File: src/rtl/npc_sequencer_if.sv
// Decode/memory-side signals of the next-PC sequencer, plus state/BD debug taps.
// Slave is the sequencer itself; master is whoever drives decode/M-stage inputs.
interface npc_sequencer_if;
    logic        StallF;
    logic        StallD;
    logic        FlushE;
    logic [2:0]  BranchSelectD;
    logic        NullifyD;
    logic [31:0] BranchTargetD;
    logic [31:0] JumpTargetD;
    logic [31:0] RegTargetD;
    logic [31:0] EPCIn;
    logic        ExcReqM;
    logic [31:0] PCM;
    logic [31:0] PCF;
    logic        FlushD;
    logic        FlushM;
    logic        ExcAck;
    logic [31:0] EPCOut;
    logic        CauseBD;
    logic        EXL;
    logic        bd_d;
    logic        bd_e;
    logic        bd_m;
    logic        state_dbg;

    modport slave (
        input  StallF, StallD, FlushE, BranchSelectD, NullifyD, BranchTargetD,
               JumpTargetD, RegTargetD, EPCIn, ExcReqM, PCM,
        output PCF, FlushD, FlushM, ExcAck, EPCOut, CauseBD, EXL,
               bd_d, bd_e, bd_m, state_dbg
    );

    modport master (
        output StallF, StallD, FlushE, BranchSelectD, NullifyD, BranchTargetD,
               JumpTargetD, RegTargetD, EPCIn, ExcReqM, PCM,
        input  PCF, FlushD, FlushM, ExcAck, EPCOut, CauseBD, EXL,
               bd_d, bd_e, bd_m, state_dbg
    );
endinterface

File: src/rtl/npc_sequencer.sv
// Fetch PC register and next-PC selection with delay-slot (BD) tracking
// and an exception-level state that masks nested exceptions until eret.
module npc_sequencer #(
    parameter logic [31:0] RESET_PC   = 32'h0000_3000,
    parameter logic [31:0] HANDLER_PC = 32'h0000_4180
) (
    input  logic               clk,
    input  logic               reset,
    npc_sequencer_if.slave     bus
);
    typedef enum logic {NORMAL = 1'b0, EXL_ST = 1'b1} state_t;

    localparam logic [2:0] SEL_SEQ = 3'd0;
    localparam logic [2:0] SEL_BR  = 3'd1;
    localparam logic [2:0] SEL_J   = 3'd2;
    localparam logic [2:0] SEL_JR  = 3'd3;
    localparam logic [2:0] SEL_RET = 3'd4;

    state_t      state_q, state_d;
    logic [31:0] pc_q;
    logic [31:0] pc_next;
    logic [31:0] epc_q;
    logic        cause_bd_q;
    logic        bd_d_q, bd_e_q, bd_m_q;
    logic [2:0]  sel;
    logic        acc;
    logic        flush_d;
    logic        is_xfer;

    // Encodings 5..7 are unused and behave like sequential fetch.
    assign sel     = (bus.BranchSelectD > SEL_RET) ? SEL_SEQ : bus.BranchSelectD;
    assign is_xfer = (sel == SEL_BR) || (sel == SEL_J) || (sel == SEL_JR);

    always_ff @(posedge clk) begin
        if (reset) state_q <= NORMAL;
        else       state_q <= state_d;
    end

    always_comb begin
        state_d = state_q;
        case (state_q)
            NORMAL: if (bus.ExcReqM) state_d = EXL_ST;
            EXL_ST: if (sel == SEL_RET && !bus.StallF) state_d = NORMAL;
            default: state_d = NORMAL;
        endcase
    end

    // Outputs are forced low while reset is held so nothing leaks from stale inputs.
    always_comb begin
        acc     = 1'b0;
        flush_d = 1'b0;
        if (!reset) begin
            acc     = bus.ExcReqM && (state_q == NORMAL);
            flush_d = acc
                   || (!bus.StallF && sel == SEL_RET)
                   || (!bus.StallF && bus.NullifyD && sel == SEL_SEQ);
        end
    end

    always_comb begin
        pc_next = pc_q;
        if (acc) begin
            pc_next = HANDLER_PC;
        end else if (!bus.StallF) begin
            case (sel)
                SEL_BR:  pc_next = bus.BranchTargetD;
                SEL_J:   pc_next = bus.JumpTargetD;
                SEL_JR:  pc_next = bus.RegTargetD;
                SEL_RET: pc_next = bus.EPCIn;
                default: pc_next = pc_q + 32'd4;
            endcase
        end
    end

    always_ff @(posedge clk) begin
        if (reset) begin
            pc_q       <= RESET_PC;
            epc_q      <= 32'd0;
            cause_bd_q <= 1'b0;
            bd_d_q     <= 1'b0;
            bd_e_q     <= 1'b0;
            bd_m_q     <= 1'b0;
        end else begin
            pc_q <= pc_next;
            if (acc) begin
                // A faulting delay-slot instruction restarts at its branch.
                epc_q      <= bd_m_q ? (bus.PCM - 32'd4) : bus.PCM;
                cause_bd_q <= bd_m_q;
                bd_d_q     <= 1'b0;
                bd_e_q     <= 1'b0;
                bd_m_q     <= 1'b0;
            end else begin
                if (!bus.StallD) bd_d_q <= is_xfer && !flush_d;
                if (bus.FlushE)      bd_e_q <= 1'b0;
                else if (!bus.StallD) bd_e_q <= bd_d_q;
                bd_m_q <= bd_e_q;
            end
        end
    end

    assign bus.PCF       = pc_q;
    assign bus.FlushD    = flush_d;
    assign bus.FlushM    = acc;
    assign bus.ExcAck    = acc;
    assign bus.EPCOut    = epc_q;
    assign bus.CauseBD   = cause_bd_q;
    assign bus.EXL       = (state_q == EXL_ST);
    assign bus.bd_d      = bd_d_q;
    assign bus.bd_e      = bd_e_q;
    assign bus.bd_m      = bd_m_q;
    assign bus.state_dbg = state_q;
endmodule

File: src/flat_wrapper.sv
// flat-port wrapper written by rule: the top's interface ports become plain ports
module npc_sequencer_flat 
#(
    parameter logic [31:0] RESET_PC   = 32'h0000_3000,
    parameter logic [31:0] HANDLER_PC = 32'h0000_4180
)
  (clk, reset, bus_StallF, bus_StallD, bus_FlushE, bus_BranchSelectD, bus_NullifyD, bus_BranchTargetD, bus_JumpTargetD, bus_RegTargetD, bus_EPCIn, bus_ExcReqM, bus_PCM, bus_PCF, bus_FlushD, bus_FlushM, bus_ExcAck, bus_EPCOut, bus_CauseBD, bus_EXL, bus_bd_d, bus_bd_e, bus_bd_m, bus_state_dbg);
  npc_sequencer_if bus_i ();
  input  logic clk;
  input  logic reset;
  input wire logic [$bits(bus_i.StallF)-1:0] bus_StallF;
  input wire logic [$bits(bus_i.StallD)-1:0] bus_StallD;
  input wire logic [$bits(bus_i.FlushE)-1:0] bus_FlushE;
  input wire logic [$bits(bus_i.BranchSelectD)-1:0] bus_BranchSelectD;
  input wire logic [$bits(bus_i.NullifyD)-1:0] bus_NullifyD;
  input wire logic [$bits(bus_i.BranchTargetD)-1:0] bus_BranchTargetD;
  input wire logic [$bits(bus_i.JumpTargetD)-1:0] bus_JumpTargetD;
  input wire logic [$bits(bus_i.RegTargetD)-1:0] bus_RegTargetD;
  input wire logic [$bits(bus_i.EPCIn)-1:0] bus_EPCIn;
  input wire logic [$bits(bus_i.ExcReqM)-1:0] bus_ExcReqM;
  input wire logic [$bits(bus_i.PCM)-1:0] bus_PCM;
  output wire logic [$bits(bus_i.PCF)-1:0] bus_PCF;
  output wire logic [$bits(bus_i.FlushD)-1:0] bus_FlushD;
  output wire logic [$bits(bus_i.FlushM)-1:0] bus_FlushM;
  output wire logic [$bits(bus_i.ExcAck)-1:0] bus_ExcAck;
  output wire logic [$bits(bus_i.EPCOut)-1:0] bus_EPCOut;
  output wire logic [$bits(bus_i.CauseBD)-1:0] bus_CauseBD;
  output wire logic [$bits(bus_i.EXL)-1:0] bus_EXL;
  output wire logic [$bits(bus_i.bd_d)-1:0] bus_bd_d;
  output wire logic [$bits(bus_i.bd_e)-1:0] bus_bd_e;
  output wire logic [$bits(bus_i.bd_m)-1:0] bus_bd_m;
  output wire logic [$bits(bus_i.state_dbg)-1:0] bus_state_dbg;
  assign bus_i.StallF = bus_StallF;
  assign bus_i.StallD = bus_StallD;
  assign bus_i.FlushE = bus_FlushE;
  assign bus_i.BranchSelectD = bus_BranchSelectD;
  assign bus_i.NullifyD = bus_NullifyD;
  assign bus_i.BranchTargetD = bus_BranchTargetD;
  assign bus_i.JumpTargetD = bus_JumpTargetD;
  assign bus_i.RegTargetD = bus_RegTargetD;
  assign bus_i.EPCIn = bus_EPCIn;
  assign bus_i.ExcReqM = bus_ExcReqM;
  assign bus_i.PCM = bus_PCM;
  assign bus_PCF = bus_i.PCF;
  assign bus_FlushD = bus_i.FlushD;
  assign bus_FlushM = bus_i.FlushM;
  assign bus_ExcAck = bus_i.ExcAck;
  assign bus_EPCOut = bus_i.EPCOut;
  assign bus_CauseBD = bus_i.CauseBD;
  assign bus_EXL = bus_i.EXL;
  assign bus_bd_d = bus_i.bd_d;
  assign bus_bd_e = bus_i.bd_e;
  assign bus_bd_m = bus_i.bd_m;
  assign bus_state_dbg = bus_i.state_dbg;
  npc_sequencer #(.RESET_PC(RESET_PC), .HANDLER_PC(HANDLER_PC)) u_core (.clk(clk), .reset(reset), .bus(bus_i));
endmodule
File: config.mk
export PLATFORM = sky130hd
export DESIGN_NAME = npc_sequencer_flat
export DESIGN_NICKNAME = d
export VERILOG_FILES = /design/src/rtl/npc_sequencer_if.sv /design/src/rtl/npc_sequencer.sv /design/src/flat_wrapper.sv
export SDC_FILE = /design/constraint.sdc
export NUM_CORES = 1
export LEC_CHECK = 0
export CAP_MARGIN = 20
export CORE_MARGIN = 2
export CORE_UTILIZATION = 41
export CTS_CLUSTER_SIZE = 8
export DETAILED_ROUTE_END_ITERATION = 8
export PLACE_DENSITY = 0.92
export SLEW_MARGIN = 20
export SYNTH_ARGS = -nofsm -noshare
export SYNTH_HDL_FRONTEND = slang
export SYNTH_SLANG_ARGS = --single-unit
File: constraint.sdc
create_clock -name clk -period 2.7 [get_ports clk]
set_input_delay 0.27 -clock clk [delete_from_list [all_inputs] [get_ports clk]]
set_output_delay 0.27 -clock clk [all_outputs]
set_load 0.05 [all_outputs]
==> flow_metrics.env <==
export IMPL_fin_crit_sh=0.850
export IMPL_nFillCells=889
export IMPL_drt_wl_total_um=18500
export IMPL_ios=243
export IMPL_timing_final_crit_period_ns=2.29
export IMPL_skew_ns=0.0109
export IMPL_leakage_uw=0.00275
export IMPL_syn_area_mm2=0.00479
export IMPL_numPortBuffers=242
export IMPL_routedWlPerCell_um=18.5
export IMPL_vias=5920
export IMPL_antenna_found_initial=1
export IMPL_fin_hold_ws_ns=0.454
export IMPL_dp_cells=985
export IMPL_synth_edff_count=0
export IMPL_critPathRequiredTime_ns=2.93
export IMPL_clock_latency_ns=0.32
export IMPL_fp_dieW_um=112
export IMPL_critPathCaptureType="register"
export IMPL_die_area_mm2=0.0126
export IMPL_drt_iter0_drc=603
export IMPL_hold_buffers=0
export IMPL_yosys_warnings=0
export IMPL_clk_pin_slew_worst_paths_ns=0.06
export IMPL_drc=0
export IMPL_dr_pass1_iters=5
export IMPL_synth_ff_type="dfxtp_1"
export IMPL_clock_sinks=69
export IMPL_drv_slew=0
export IMPL_layout_cells_non_filler=1001
export IMPL_synth_area_leaders="dfxtp_1 29%, mux2i_1 5.4%, a211oi_1 4.9%"
export IMPL_dpl_hpwl_um=14400
export IMPL_grt_max_degree=42
export IMPL_rsz0062_at_grt="no"
export IMPL_core_rowCount=39
export IMPL_hold_path_class="register to register"
export IMPL_cts_tree="done"
export IMPL_start_util=0.419
export IMPL_fmax_ghz=0.436
export IMPL_synth_avg_cell_area_um2=7.76
export IMPL_ant_nets=0
export IMPL_synth_distinct_cells=64
export IMPL_powerDensity_mw_per_mm2=447
export IMPL_ys_seq_elements=69
export IMPL_die_h_um=112
export IMPL_tns_ns=0
export IMPL_syn_num_nets=789
export IMPL_core_area_mm2=0.0114
export IMPL_grt_use_total=0.288
export IMPL_tightest_slew_ns=0.589
export IMPL_num_nets_final=1025
export IMPL_yosysTopAreaCellShare=0.288
export IMPL_post_cts_resized=0
export IMPL_drv_cap=0
export IMPL_max_slew_margin=0.606
export IMPL_netlist_instances=617
export IMPL_grt_overflow_total=0
export IMPL_ir_drop_v=0.000349
export IMPL_grt_pass1_wl_um=29200
export IMPL_ys_seq_area_frac=0.288
export IMPL_path_class="input pin to register"
export IMPL_globalplace_congestion=0.930
export IMPL_synth_area_leader_cell="dfxtp_1"
export IMPL_cp_arrival_ns=2.52
export IMPL_outcome="finished, final reports clean"
export IMPL_numCtsBuffers=9
export IMPL_setup_violations=0
export IMPL_h_tree_depth=3
export IMPL_via_per_inst=5.91
export IMPL_drive_above_1_share=0.0863
export IMPL_cts_path_max_buffers=2
export IMPL_grt_pass1_vias=5624
export IMPL_area_growth_pct=62.5
export IMPL_crit_path_max_fanout=3
export IMPL_crit_path_start_kind="input pin"
export IMPL_cts_setup_buffers=0
export IMPL_hold_viol=0
export IMPL_ys_async_sr_fraction=0
export IMPL_clock_root_buffer="clkbuf_16"
## state kept, by name, summed over array words and instances, names as in the netlist, named ones only
name	flops
u_core.bus.bd_d	1
u_core.bus.PCF	30
u_core.bus.bd_e	1
u_core.bus.EPCOut	32
u_core.bus.EXL	1
u_core.bus.bd_m	1
u_core.bus.CauseBD	1
## cell type report
type	instances	area [um^2]	area share
Antenna cell	1	2.50	0.000322
Clock buffer	9	225	0.0289
Clock inverter	6	63.8	0.00820
Inverter	11	41.3	0.00531
Multi-Input combinational cell	485	3170	0.407
Sequential cell	69	1380	0.177
Tap cell	143	179	0.0230
Timing Repair Buffer	277	2720	0.350
## cell usage after synthesis, drive strengths merged, types with 10 or more instances
cell type	n
nor2	60
nand4	18
dfxtp	69
a211oi	31
clkbuf	42
a21oi	36
inv	10
o22ai	14
nand3	17
o21ai	32
xnor2	12
a31oi	18
nor4	11
xor2	17
mux2i	26
a22oi	17
buf	10
nand2	36
nor3	24
## cell usage in the layout, fill, tap and decap left out, types with 3 or more instances in the layout
master           netlist  routed
o21a_1                 3       3
inv_1                 10      10
nor2b_1                7       6
or4_1                  6       6
nor4_1                 9       9
nand3_1               17      17
and4_1                 3       3
a21o_1                 4       4
nand2_1               36      36
o22ai_1               14      14
o221ai_1               9       9
nor2_1                60      60
nor3_1                24      24
nand2b_1               7       7
o21ai_0               32      32
buf_4                  2      34
mux2_2                 7       7
o22a_1                 8       8
a21oi_1               36      36
and3_1                 5       5
or2_2                  3       3
xnor2_1               12      12
nand4_1               18      18
xor2_1                17      17
nand3b_1               5       5
dfxtp_1               69      69
o211ai_1               3       3
clkdlybuf4s50_1        0     238
nor4b_1                3       3
a22o_1                 6       6
a311oi_1               3       3
a22oi_1               17      17
buf_12                 0       4
a211oi_1              31      31
clkbuf_16              0       9
mux2i_1               26      26
a221oi_1               4       4
a31oi_1               18      18
## critical path, stage by stage
cell and delay [ns]:
clkdlybuf4s50_1 0.42, or4_1 0.59, or4_4 0.51, or4_1 0.47
a311oi_1 0.26
## layer usage
layer,part of all wire,global-route usage,wire length (um),up-vias
li1,-,-,-,2835
met2,0.49,0.478,9030,291
met1,0.41,0.373,7540,2758
met3,0.081,0.0664,1500,36
met4,0.025,0.0902,464,0
met5,0,0,0,-
## cells by family (layout without fill, tap and decap cells)
kind of cell               after synthesis  count (layout)  synth area share
and+or+nand+nor                        217             217             0.239
AOI/OAI and AO/OA                      203             203             0.287
DFF                                     69              69             0.288
buffers and inverters                   63             303            0.0520
muxes                                   34              34            0.0755
xor gates and xnor gates                29              29            0.0530
adders and majority gates                2               2           0.00522
other                                    0               1                 0
## stage by stage
step | area, um^2 | setup slack [ns] | utilization | total power, uW
detailed placement | 7490 | 0.0867 | 0.656 | 2330
global route | 7780 | 0.303 | 0.681 | 3630
CTS | 7780 | 0.418 | 0.681 | 3490
finish | 7780 | 0.405 | 0.682 | 3480
floorplan | 4790 | 0.223 | - | 1780
global placement | 7490 | 0.121 | 0.656 | 2310
## path summary, 6_finish.rpt
path | start | end | slack [ns] | depth (start not counted)
min | u_core.bus.EPCOut[3] | u_core.bus.EPCOut[3] | 0.45 | 2
min reg2reg | u_core.bus.EPCOut[3] | u_core.bus.EPCOut[3] | 0.45 | 2
max reg2reg | u_core.bus.PCF[3] | u_core.bus.PCF[26] | 0.55 | 7
max | bus_PCM[20] | u_core.bus.EPCOut[29] | 0.41 | 5
## power breakdown
part | switching (uW) | internal [uW]
clock | 451 | 710
sequential | 67.8 | 1090
combinational | 628 | 534
Power figures use the tool's default switching activity.
